## src/rtl/spart_pkg.sv

```systemverilog
// Shared SPART definitions: receiver/transmitter state encoding and the
// bus I/O address map used by the bus interface decode.
package spart_pkg;

    typedef enum logic [1:0] {
        IDLE  = 2'd0,
        START = 2'd1,
        DATA  = 2'd2,
        STOP  = 2'd3
    } spart_state_t;

    // ioaddr decode values
    localparam logic [1:0] RXTX   = 2'b00;
    localparam logic [1:0] STATUS = 2'b01;
    localparam logic [1:0] DB_LO  = 2'b10;
    localparam logic [1:0] DB_HI  = 2'b11;

endpackage

```

## src/rtl/sync2.sv

```systemverilog
// Two-flop synchroniser for asynchronous single-bit inputs. The reset value
// is a parameter so idle-high lines (e.g. rxd) do not glitch on reset release.
module sync2 #(
    parameter logic RST_VAL = 1'b1
) (
    input  logic clk,
    input  logic rst,
    input  logic d,
    output logic q
);

    logic meta_p0;

    // first stage may go metastable; second stage gives it a cycle to settle
    always_ff @(posedge clk or posedge rst) begin
        if (rst) begin
            meta_p0 <= RST_VAL;
            q       <= RST_VAL;
        end else begin
            meta_p0 <= d;
            q       <= meta_p0;
        end
    end

endmodule

```

## src/rtl/spart_rx.sv

```systemverilog
// SPART receiver: 16x-oversampled async serial deserialiser (1 start, LSB
// first data, 1 stop, no parity) with receive-data-available and sticky
// framing/overrun flags for the bus interface.
module spart_rx
    import spart_pkg::*;
#(
    parameter int OVERSAMPLE = 16,
    parameter int DATA_BITS  = 8
) (
    input  logic                 clk,
    input  logic                 rst,
    input  logic                 enable,
    input  logic                 rxd,
    input  logic                 clr_rda,
    output logic [DATA_BITS-1:0] rx_data,
    output logic                 rda,
    output logic                 ferr,
    output logic                 ovr
);

    localparam int CNT_W = $clog2(OVERSAMPLE);
    localparam int BIT_W = (DATA_BITS > 1) ? $clog2(DATA_BITS) : 1;

    localparam logic [CNT_W-1:0] HALF_M1  = CNT_W'(OVERSAMPLE / 2 - 1);
    localparam logic [CNT_W-1:0] FULL_M1  = CNT_W'(OVERSAMPLE - 1);
    localparam logic [BIT_W-1:0] LAST_BIT = BIT_W'(DATA_BITS - 1);

    spart_state_t         state;
    spart_state_t         state_nxt;
    logic [CNT_W-1:0]     cnt;
    logic [BIT_W-1:0]     bit_idx;
    logic [DATA_BITS-1:0] shreg;
    logic                 rxd_s;
    logic                 cnt_clr;
    logic                 shift_en;
    logic                 stop_smp;
    logic                 stop_good;
    logic                 stop_bad;

    // rxd is asynchronous; idle-high reset value avoids a false start after reset
    sync2 #(
        .RST_VAL (1'b1)
    ) u_rxd_sync (
        .clk (clk),
        .rst (rst),
        .d   (rxd),
        .q   (rxd_s)
    );

    // state register
    always_ff @(posedge clk or posedge rst) begin
        if (rst) begin
            state <= IDLE;
        end else begin
            state <= state_nxt;
        end
    end

    // next-state and sampling strobes; every transition also clears the counter
    always_comb begin
        state_nxt = state;
        cnt_clr   = 1'b0;
        shift_en  = 1'b0;
        stop_smp  = 1'b0;
        case (state)
            IDLE: begin
                if (enable && !rxd_s) begin
                    state_nxt = START;
                    cnt_clr   = 1'b1;
                end
            end
            START: begin
                // centre of the start bit: a high line here is a glitch, not a frame
                if (enable && cnt == HALF_M1) begin
                    cnt_clr   = 1'b1;
                    state_nxt = rxd_s ? IDLE : DATA;
                end
            end
            DATA: begin
                if (enable && cnt == FULL_M1) begin
                    shift_en = 1'b1;
                    cnt_clr  = 1'b1;
                    if (bit_idx == LAST_BIT) begin
                        state_nxt = STOP;
                    end
                end
            end
            STOP: begin
                if (enable && cnt == FULL_M1) begin
                    stop_smp  = 1'b1;
                    cnt_clr   = 1'b1;
                    state_nxt = IDLE;
                end
            end
            default: begin
                state_nxt = IDLE;
                cnt_clr   = 1'b1;
            end
        endcase
    end

    assign stop_good = stop_smp &  rxd_s;
    assign stop_bad  = stop_smp & ~rxd_s;

    // oversample tick counter; parked at zero while idle
    always_ff @(posedge clk or posedge rst) begin
        if (rst) begin
            cnt <= '0;
        end else if (cnt_clr) begin
            cnt <= '0;
        end else if (enable && state != IDLE) begin
            cnt <= cnt + 1'b1;
        end
    end

    // data bit index; wraps to zero after the last data bit
    always_ff @(posedge clk or posedge rst) begin
        if (rst) begin
            bit_idx <= '0;
        end else if (shift_en) begin
            bit_idx <= (bit_idx == LAST_BIT) ? '0 : bit_idx + 1'b1;
        end
    end

    // LSB arrives first, so shift in at the top and move toward bit 0
    always_ff @(posedge clk or posedge rst) begin
        if (rst) begin
            shreg <= '0;
        end else if (shift_en) begin
            shreg <= {rxd_s, shreg[DATA_BITS-1:1]};
        end
    end

    // bus-visible results; a completion in the same cycle as clr_rda wins
    always_ff @(posedge clk or posedge rst) begin
        if (rst) begin
            rx_data <= '0;
            rda     <= 1'b0;
            ferr    <= 1'b0;
            ovr     <= 1'b0;
        end else if (stop_good) begin
            rx_data <= shreg;
            rda     <= 1'b1;
            ovr     <= clr_rda ? 1'b0 : (ovr | rda);
            ferr    <= clr_rda ? 1'b0 : ferr;
        end else if (stop_bad) begin
            ferr <= 1'b1;
            if (clr_rda) begin
                rda <= 1'b0;
                ovr <= 1'b0;
            end
        end else if (clr_rda) begin
            rda  <= 1'b0;
            ferr <= 1'b0;
            ovr  <= 1'b0;
        end
    end

endmodule
```

## config.mk

```make
export PLATFORM = sky130hd
export DESIGN_NAME = spart_rx
export DESIGN_NICKNAME = d
export VERILOG_FILES = /design/src/rtl/spart_pkg.sv /design/src/rtl/sync2.sv /design/src/rtl/spart_rx.sv
export SDC_FILE = /design/constraint.sdc
export NUM_CORES = 1
export LEC_CHECK = 0
export ABC_CLOCK_PERIOD_IN_PS = 1700
export BUFFER_PORTS_ARGS = -buffer_cell sky130_fd_sc_hd__buf_2
export CORE_MARGIN = 3
export CORE_UTILIZATION = 55
export DETAILED_ROUTE_END_ITERATION = 8
export GPL_TIMING_DRIVEN = 1
export PLACE_DENSITY = 0.8
export SLEW_MARGIN = 20
export SYNTH_ARGS = -nofsm -noshare
export SYNTH_HDL_FRONTEND = slang
export SYNTH_HIERARCHICAL = 1
export SYNTH_SLANG_ARGS = --single-unit
```

## constraint.sdc

```tcl
create_clock -name clk -period 1.7 [get_ports clk]
set_input_delay 0.51 -clock clk [delete_from_list [all_inputs] [get_ports clk]]
set_output_delay 0.51 -clock clk [all_outputs]
set_load 0.01 [all_outputs]
```

==> flow_metrics.py, run 1 <==
metrics = {
    "placed_design": {
        "io_buffer_count": 15,
        "place.detailed.hpwl_um": 1670,
        "dp.cells": 136,
        "place_congestion": 0.777,
    },
    "routing": {
        "drc": 0,
        "vias_per_cell": 5.58,
        "num_vias": 792,
        "drt-total-wl_um": 2180,
        "wl_per_cell_um": 15.3,
        "dr.pass1.iters": 4,
        "ant_nets": 0,
        "drt_iter0_drc": 13,
    },
    "timing": {
        "timing.setup.tns_ns": 0,
        "tightest_slew_ns": 0.341,
        "max_freq_mhz": 621,
        "fin_crit_sh": 0.948,
        "maxSlewViolCount": 0,
        "relSlewSlack": 0.773,
        "hold_slack_ns": 0.227,
        "final.setup_skew_ns": 0.0129,
        "rsz0062_at_grt": "no",
        "fin_crit_ns": 1.61,
        "setup_viol": 0,
        "hold_viol_final": 0,
    },
    "grt": {
        "grt_max_degree": 29,
        "grt-ovfl-total": 0,
        "grt_usage": 0.172,
        "grt_pass1_vias": 781,
        "antenna_found_initial": 0,
        "grt_pass1_wl_um": 3580,
    },
    "finish": {
        "nFillCells": 159,
        "diodes": 0,
        "syn_to_final_growth_pct": 13.2,
        "final_cells": 142,
        "drive_gt1_frac": 0.391,
        "nets": 124,
    },
    "flow_run": {
        "drv_cap": 0,
    },
    "clock_network": {
        "cts_buffers": 5,
        "clockBufferDepth": 2,
        "cts_root_buf": "clkbuf_4",
        "clkTransAtPathRegs_ns": 0.08,
        "cts_tree": "built",
        "clk_latency_ns": 0.31,
        "ctsResizeCount": 0,
        "clock-sinks": 30,
        "cts_setup_buffers": 0,
        "htree_levels": 2,
        "ctsHoldBuffers": 0,
    },
    "yosys": {
        "ys.flop_type": "dfrtp_1",
        "async_flop_share": 1.00,
        "ys_ff_latch": 30,
        "synth_edf_count": 0,
        "synth.net_count": 102,
        "synth.distinct_cells": 35,
        "ys_seq_area_frac": 0.586,
        "netlist_instances": 94,
        "netlist_area_um2": 1290,
        "ys_warn_count": 6,
        "synth.avg_cell_area_um2": 13.7,
    },
    "setup_path": {
        "end_kind": "register",
        "cpMaxStageDelayCell": "dfrtp_1",
        "cp_max_fo": 11,
        "slowest_delay_ns": 0.40,
        "arrival_ns": 1.81,
        "start_kind": "register",
        "cp_cell_sequence": "ha_2, nand3_1, nor3_2, buf_6, mux2_2",
        "cp.required_ns": 1.90,
        "regToRegSetupSlack_ns": 0.09,
        "path_class": "reg2reg",
    },
    "floorplan": {
        "chipWidth_um": 54.4,
        "core_um2": 2080,
        "placementRows": 16,
        "die-area_um2": 2960,
        "io_pins": 16,
        "fp.dieH_um": 54.4,
        "start_util": 0.618,
    },
    "pwr": {
        "leakage_nw": 0.772,
        "ir_drop_uv": 893,
        "p_per_area_nw_per_um2": 1120,
    },
    "run_status": {
        "outcome": "finished, final reports clean",
    },
    "hold_path": {
        "min_path_type": "in2async",
    },
}
## cells in the mapped netlist, drive strengths merged, types with 2 or more instances
| cell type | count | area share |
|---|---|---|
| a21oi | 4 | 0.018 |
| nor3 | 4 | 0.019 |
| dfrtp | 28 | 0.54 |
| ha | 3 | 0.029 |
| mux2 | 19 | 0.17 |
| nand3 | 3 | 0.016 |
| dfstp | 2 | 0.041 |
| and3 | 2 | 0.0097 |
| xor2 | 2 | 0.014 |
| nand2 | 2 | 0.0058 |
| buf | 3 | 0.016 |
| o21ai | 2 | 0.0078 |
| inv | 4 | 0.012 |
## cells by family after synthesis
logic type / synth area share
muxes: 0.174
adders and majority gates: 0.0292
and+or+nand+nor: 0.102
xor gates and xnor gates: 0.0204
AOI/OAI and AO/OA: 0.0613
DFF: 0.586
buffers and inverters: 0.0272
## power by group
group          total (mW)  switching [mW]  internal [mW]
Sequential          0.893          0.0983          0.795
Clock               0.395           0.209          0.186
Combinational       0.341           0.179          0.163
Total                1.63           0.486           1.14
## worst max-delay path, delay by kind of cell (launching register included)
family	cells	cell delay, ns
buffers and inverters	1	0.18
flip-flops	1	0.40
adder cells (fa/ha/maj)	1	0.22
multiplexers	1	0.35
AND/OR/NAND/NOR	2	0.35
## layout by cell type, fill, tap and decap left out, types with 2 or more instances in the layout
| cell type | count |
|---|---|
| buf_4 | 2 |
| a21oi_1 | 3 |
| ha_1 | 2 |
| mux2_2 | 11 |
| buf_2 | 15 |
| mux2_1 | 8 |
| clkbuf_4 | 5 |
| dfrtp_1 | 28 |
| nand3_1 | 2 |
| dfstp_2 | 2 |
| nor3_1 | 3 |
| nand2_1 | 2 |
| inv_1 | 4 |
| xor2_1 | 2 |
## path summary, 6_finish.rpt
check                                    from                  to  depth (start not counted)
min in group clk                          rxd  u_rxd_sync/meta_p0                          1
max reg2reg                            cnt[0]          bit_idx[0]                          5
min reg2reg                u_rxd_sync/meta_p0        u_rxd_sync/q                          0
min                                       rst  u_rxd_sync/meta_p0                          2
max in group asynchronous                 rst            state[0]                          3
max                                    cnt[0]          bit_idx[0]                          5
## area by class of cell
type / count / area (um^2) / share of cell area
repair buffers: 18 / 101 / 0.0696
multi-input cells: 57 / 502 / 0.345
flip-flops and latches: 30 / 753 / 0.517
clock buffers: 6 / 51.3 / 0.0352
well taps: 27 / 33.8 / 0.0232
inverters: 4 / 15.0 / 0.0103
## state kept, by name, indices dropped and copies added (netlist names), 3 cells and up, named ones only
signal	flops
shreg	8
bit_idx	3
rx_data	8
cnt	4
## metal layers
metal	up-vias	track usage	routed length, um
li1	379	-	-
met1	395	0.201	959
met2	15	0.301	1110
met3	3	0.0490	95
met4	0	0.0581	16
met5	-	0	0
## per-stage QoR
step | area (um^2) | power [mW] | setup WS, ns | utilization
2_1_floorplan | 1290 | 1.15 | 0.163 | -
3_3_place_gp | 1400 | 1.21 | 0.0753 | 0.671
3_5_place_dp | 1400 | 1.25 | 0.0473 | 0.671
4_1_cts | 1450 | 1.65 | 0.0586 | 0.696
5_1_grt | 1460 | 1.74 | 0.00930 | 0.700
6_report | 1460 | 1.63 | 0.0888 | 0.700
Note: power is estimated with default switching activity, not from simulation.
==> run 2: changes to the inputs <==
--- a/config.mk
+++ b/config.mk
@@ -7,6 +7,7 @@
 export LEC_CHECK = 0
 export ABC_CLOCK_PERIOD_IN_PS = 1700
 export BUFFER_PORTS_ARGS = -buffer_cell sky130_fd_sc_hd__buf_2
+export CORE_ASPECT_RATIO = 0.6
 export CORE_MARGIN = 3
 export CORE_UTILIZATION = 55
 export DETAILED_ROUTE_END_ITERATION = 8
==> run 2 against run 1 <==
  * Sequential power about the same
  * Worst setup slack improved by 0.020 ns
  * Register-to-register slack improved by 0.02 ns
  * Clock skew decreased by 0.0093 ns
  * Wire length about the same
  * Maximum frequency increased by 1.3%
  * Die area increased by 0.64%
  * Non-clock buffer count unchanged
  * Global-route usage increased by 1.1 points
  * Via count increased by 1.0%
  * Highest routed layer unchanged
==> flow_metrics.py, run 2 (synthesis gave the netlist of run 1 again) <==
metrics = {
    "run_status": {
        "outcome": "finished, final reports clean",
    },
    "timing": {
        "maxSlewViolCount": 0,
        "relSlewSlack": 0.772,
        "fin_crit_sh": 0.936,
        "fin_crit_ns": 1.59,
        "final.setup_skew_ns": 0.00358,
        "hold_viol_final": 0,
        "timing.setup.tns_ns": 0,
        "layout_setup_ws_ns": 0.109,
        "tightest_slew_ns": 0.339,
        "rsz0062_at_grt": "no",
        "max_freq_mhz": 629,
        "setup_viol": 0,
    },
    "routing": {
        "drc": 0,
        "drt-total-wl_um": 2180,
        "dr_wl_met3_um": 152,
        "dr.pass1.iters": 4,
        "ant_nets": 0,
        "drt_iter0_drc": 58,
        "wl_met1_um": 1040,
        "num_vias": 800,
        "vias_per_cell": 5.52,
        "wl_met2_um": 970,
        "wl_per_cell_um": 15.0,
        "dr.max_layer_used": "met4",
    },
    "setup_path": {
        "cp.required_ns": 1.86,
        "cp-endpoint": "rx_data[5]",
        "r2r-start": "cnt[0]",
        "end_kind": "register",
        "cp_cell_sequence": "ha_1, and4_4, and3_2, mux2_1",
        "worstRegToRegCells": 4,
        "regToRegSetupSlack_ns": 0.11,
        "cp_max_fo": 5,
        "slowest_delay_ns": 0.38,
        "cpMaxStageDelayCell": "dfrtp_1",
        "worstReg2RegEnd": "rx_data[5]",
        "crit_start": "cnt[0]",
        "arrival_ns": 1.75,
        "start_kind": "register",
        "path_class": "reg2reg",
    },
    "grt": {
        "grt_usage": 0.183,
        "grt_pass1_vias": 791,
        "grt_pass1_wl_um": 3800,
        "antenna_found_initial": 0,
        "grt-ovfl-total": 0,
        "grt_max_degree": 29,
    },
    "floorplan": {
        "placementRows": 12,
        "fp.dieH_um": 43.5,
        "core_um2": 2030,
        "start_util": 0.635,
        "die-area_um2": 2970,
        "chipWidth_um": 68.4,
        "io_pins": 16,
    },
    "finish": {
        "nets": 124,
        "syn_to_final_growth_pct": 16.2,
        "final_cell_mix": "dfrtp_1 (28), buf_2 (15), mux2_2 (11)",
        "top_regs": "rx_data: 8 flops, shreg: 8 flops, cnt: 4 flops",
        "final_cell_area_um2": 1500,
        "final_common_cell": "dfrtp_1",
        "diodes": 0,
        "drive_gt1_frac": 0.385,
    },
    "placed_design": {
        "place.detailed.hpwl_um": 1550,
        "io_buffer_count": 15,
        "place_ws_ns": 0.0112,
        "place_congestion": 0.741,
        "place_area_um2": 1400,
    },
    "clock_network": {
        "ctsHoldBuffers": 0,
        "cts_root_buf": "clkbuf_8",
        "ctsResizeCount": 0,
        "cts_tree": "built",
        "clockBufferDepth": 2,
        "clock-sinks": 30,
        "clk_latency_ns": 0.27,
        "htree_levels": 2,
        "cts_setup_buffers": 0,
        "clkTransAtPathRegs_ns": 0.06,
        "cts_buffers": 5,
    },
    "pwr": {
        "leakage_nw": 0.791,
        "power.total_mw": 1.81,
        "ir_drop_uv": 908,
        "p_per_area_nw_per_um2": 1210,
    },
    "hold_path": {
        "min_path_type": "in2async",
    },
    "flow_run": {
        "drv_cap": 0,
    },
}
[run 2: final cells by class]
cell class / instances / area (um^2)
clock buffer: 7 / 86.3
clock inverter: 1 / 5.00
fill: 141 / 532
inverter: 4 / 15.0
multi-input combinational: 57 / 499
sequential: 30 / 753
tap: 28 / 35.0
timing repair buffer: 18 / 101
[run 2: power by group]
part	total [mW]	switching, mW	internal (mW)
sequential	0.896	0.0997	0.797
clock	0.564	0.238	0.325
combinational	0.346	0.187	0.159
total	1.81	0.526	1.28
[run 2: critical path: cells and delay by family (launching register included)]
kind                       cells  cell delay, ns
muxes                          1            0.33
and+or+nand+nor                2            0.54
DFF                            1            0.38
adders and majority gates      1            0.22
[run 2: metal layers]
| metal | up-vias | track usage |
|---|---|---|
| li1 | 382 | - |
| met1 | 388 | 0.237 |
| met2 | 28 | 0.269 |
| met3 | 2 | 0.0959 |
| met4 | 0 | 0.0474 |
| met5 | - | 0 |
[run 2: worst min-delay path by stage]
stage / slack [ns] / cells past startpoint / from / end
floorplan: 0.35 / 0 / u_rxd_sync/meta_p0 / u_rxd_sync/q
global placement: 0.35 / 0 / u_rxd_sync/meta_p0 / u_rxd_sync/q
detailed placement: 0.35 / 0 / u_rxd_sync/meta_p0 / u_rxd_sync/q
CTS: 0.26 / 2 / rst / u_rxd_sync/meta_p0
global route: 0.26 / 2 / rst / u_rxd_sync/meta_p0
finish: 0.27 / 2 / rst / u_rxd_sync/meta_p0
[run 2: stage by stage]
stage	util	instances	hold slack, ns
after global placement	0.690	137	0.346
after detailed placement	0.690	137	0.348
final	0.738	145	0.265
after CTS	0.735	145	0.265
after floorplan	-	94	0.345
after global routing	0.738	145	0.261
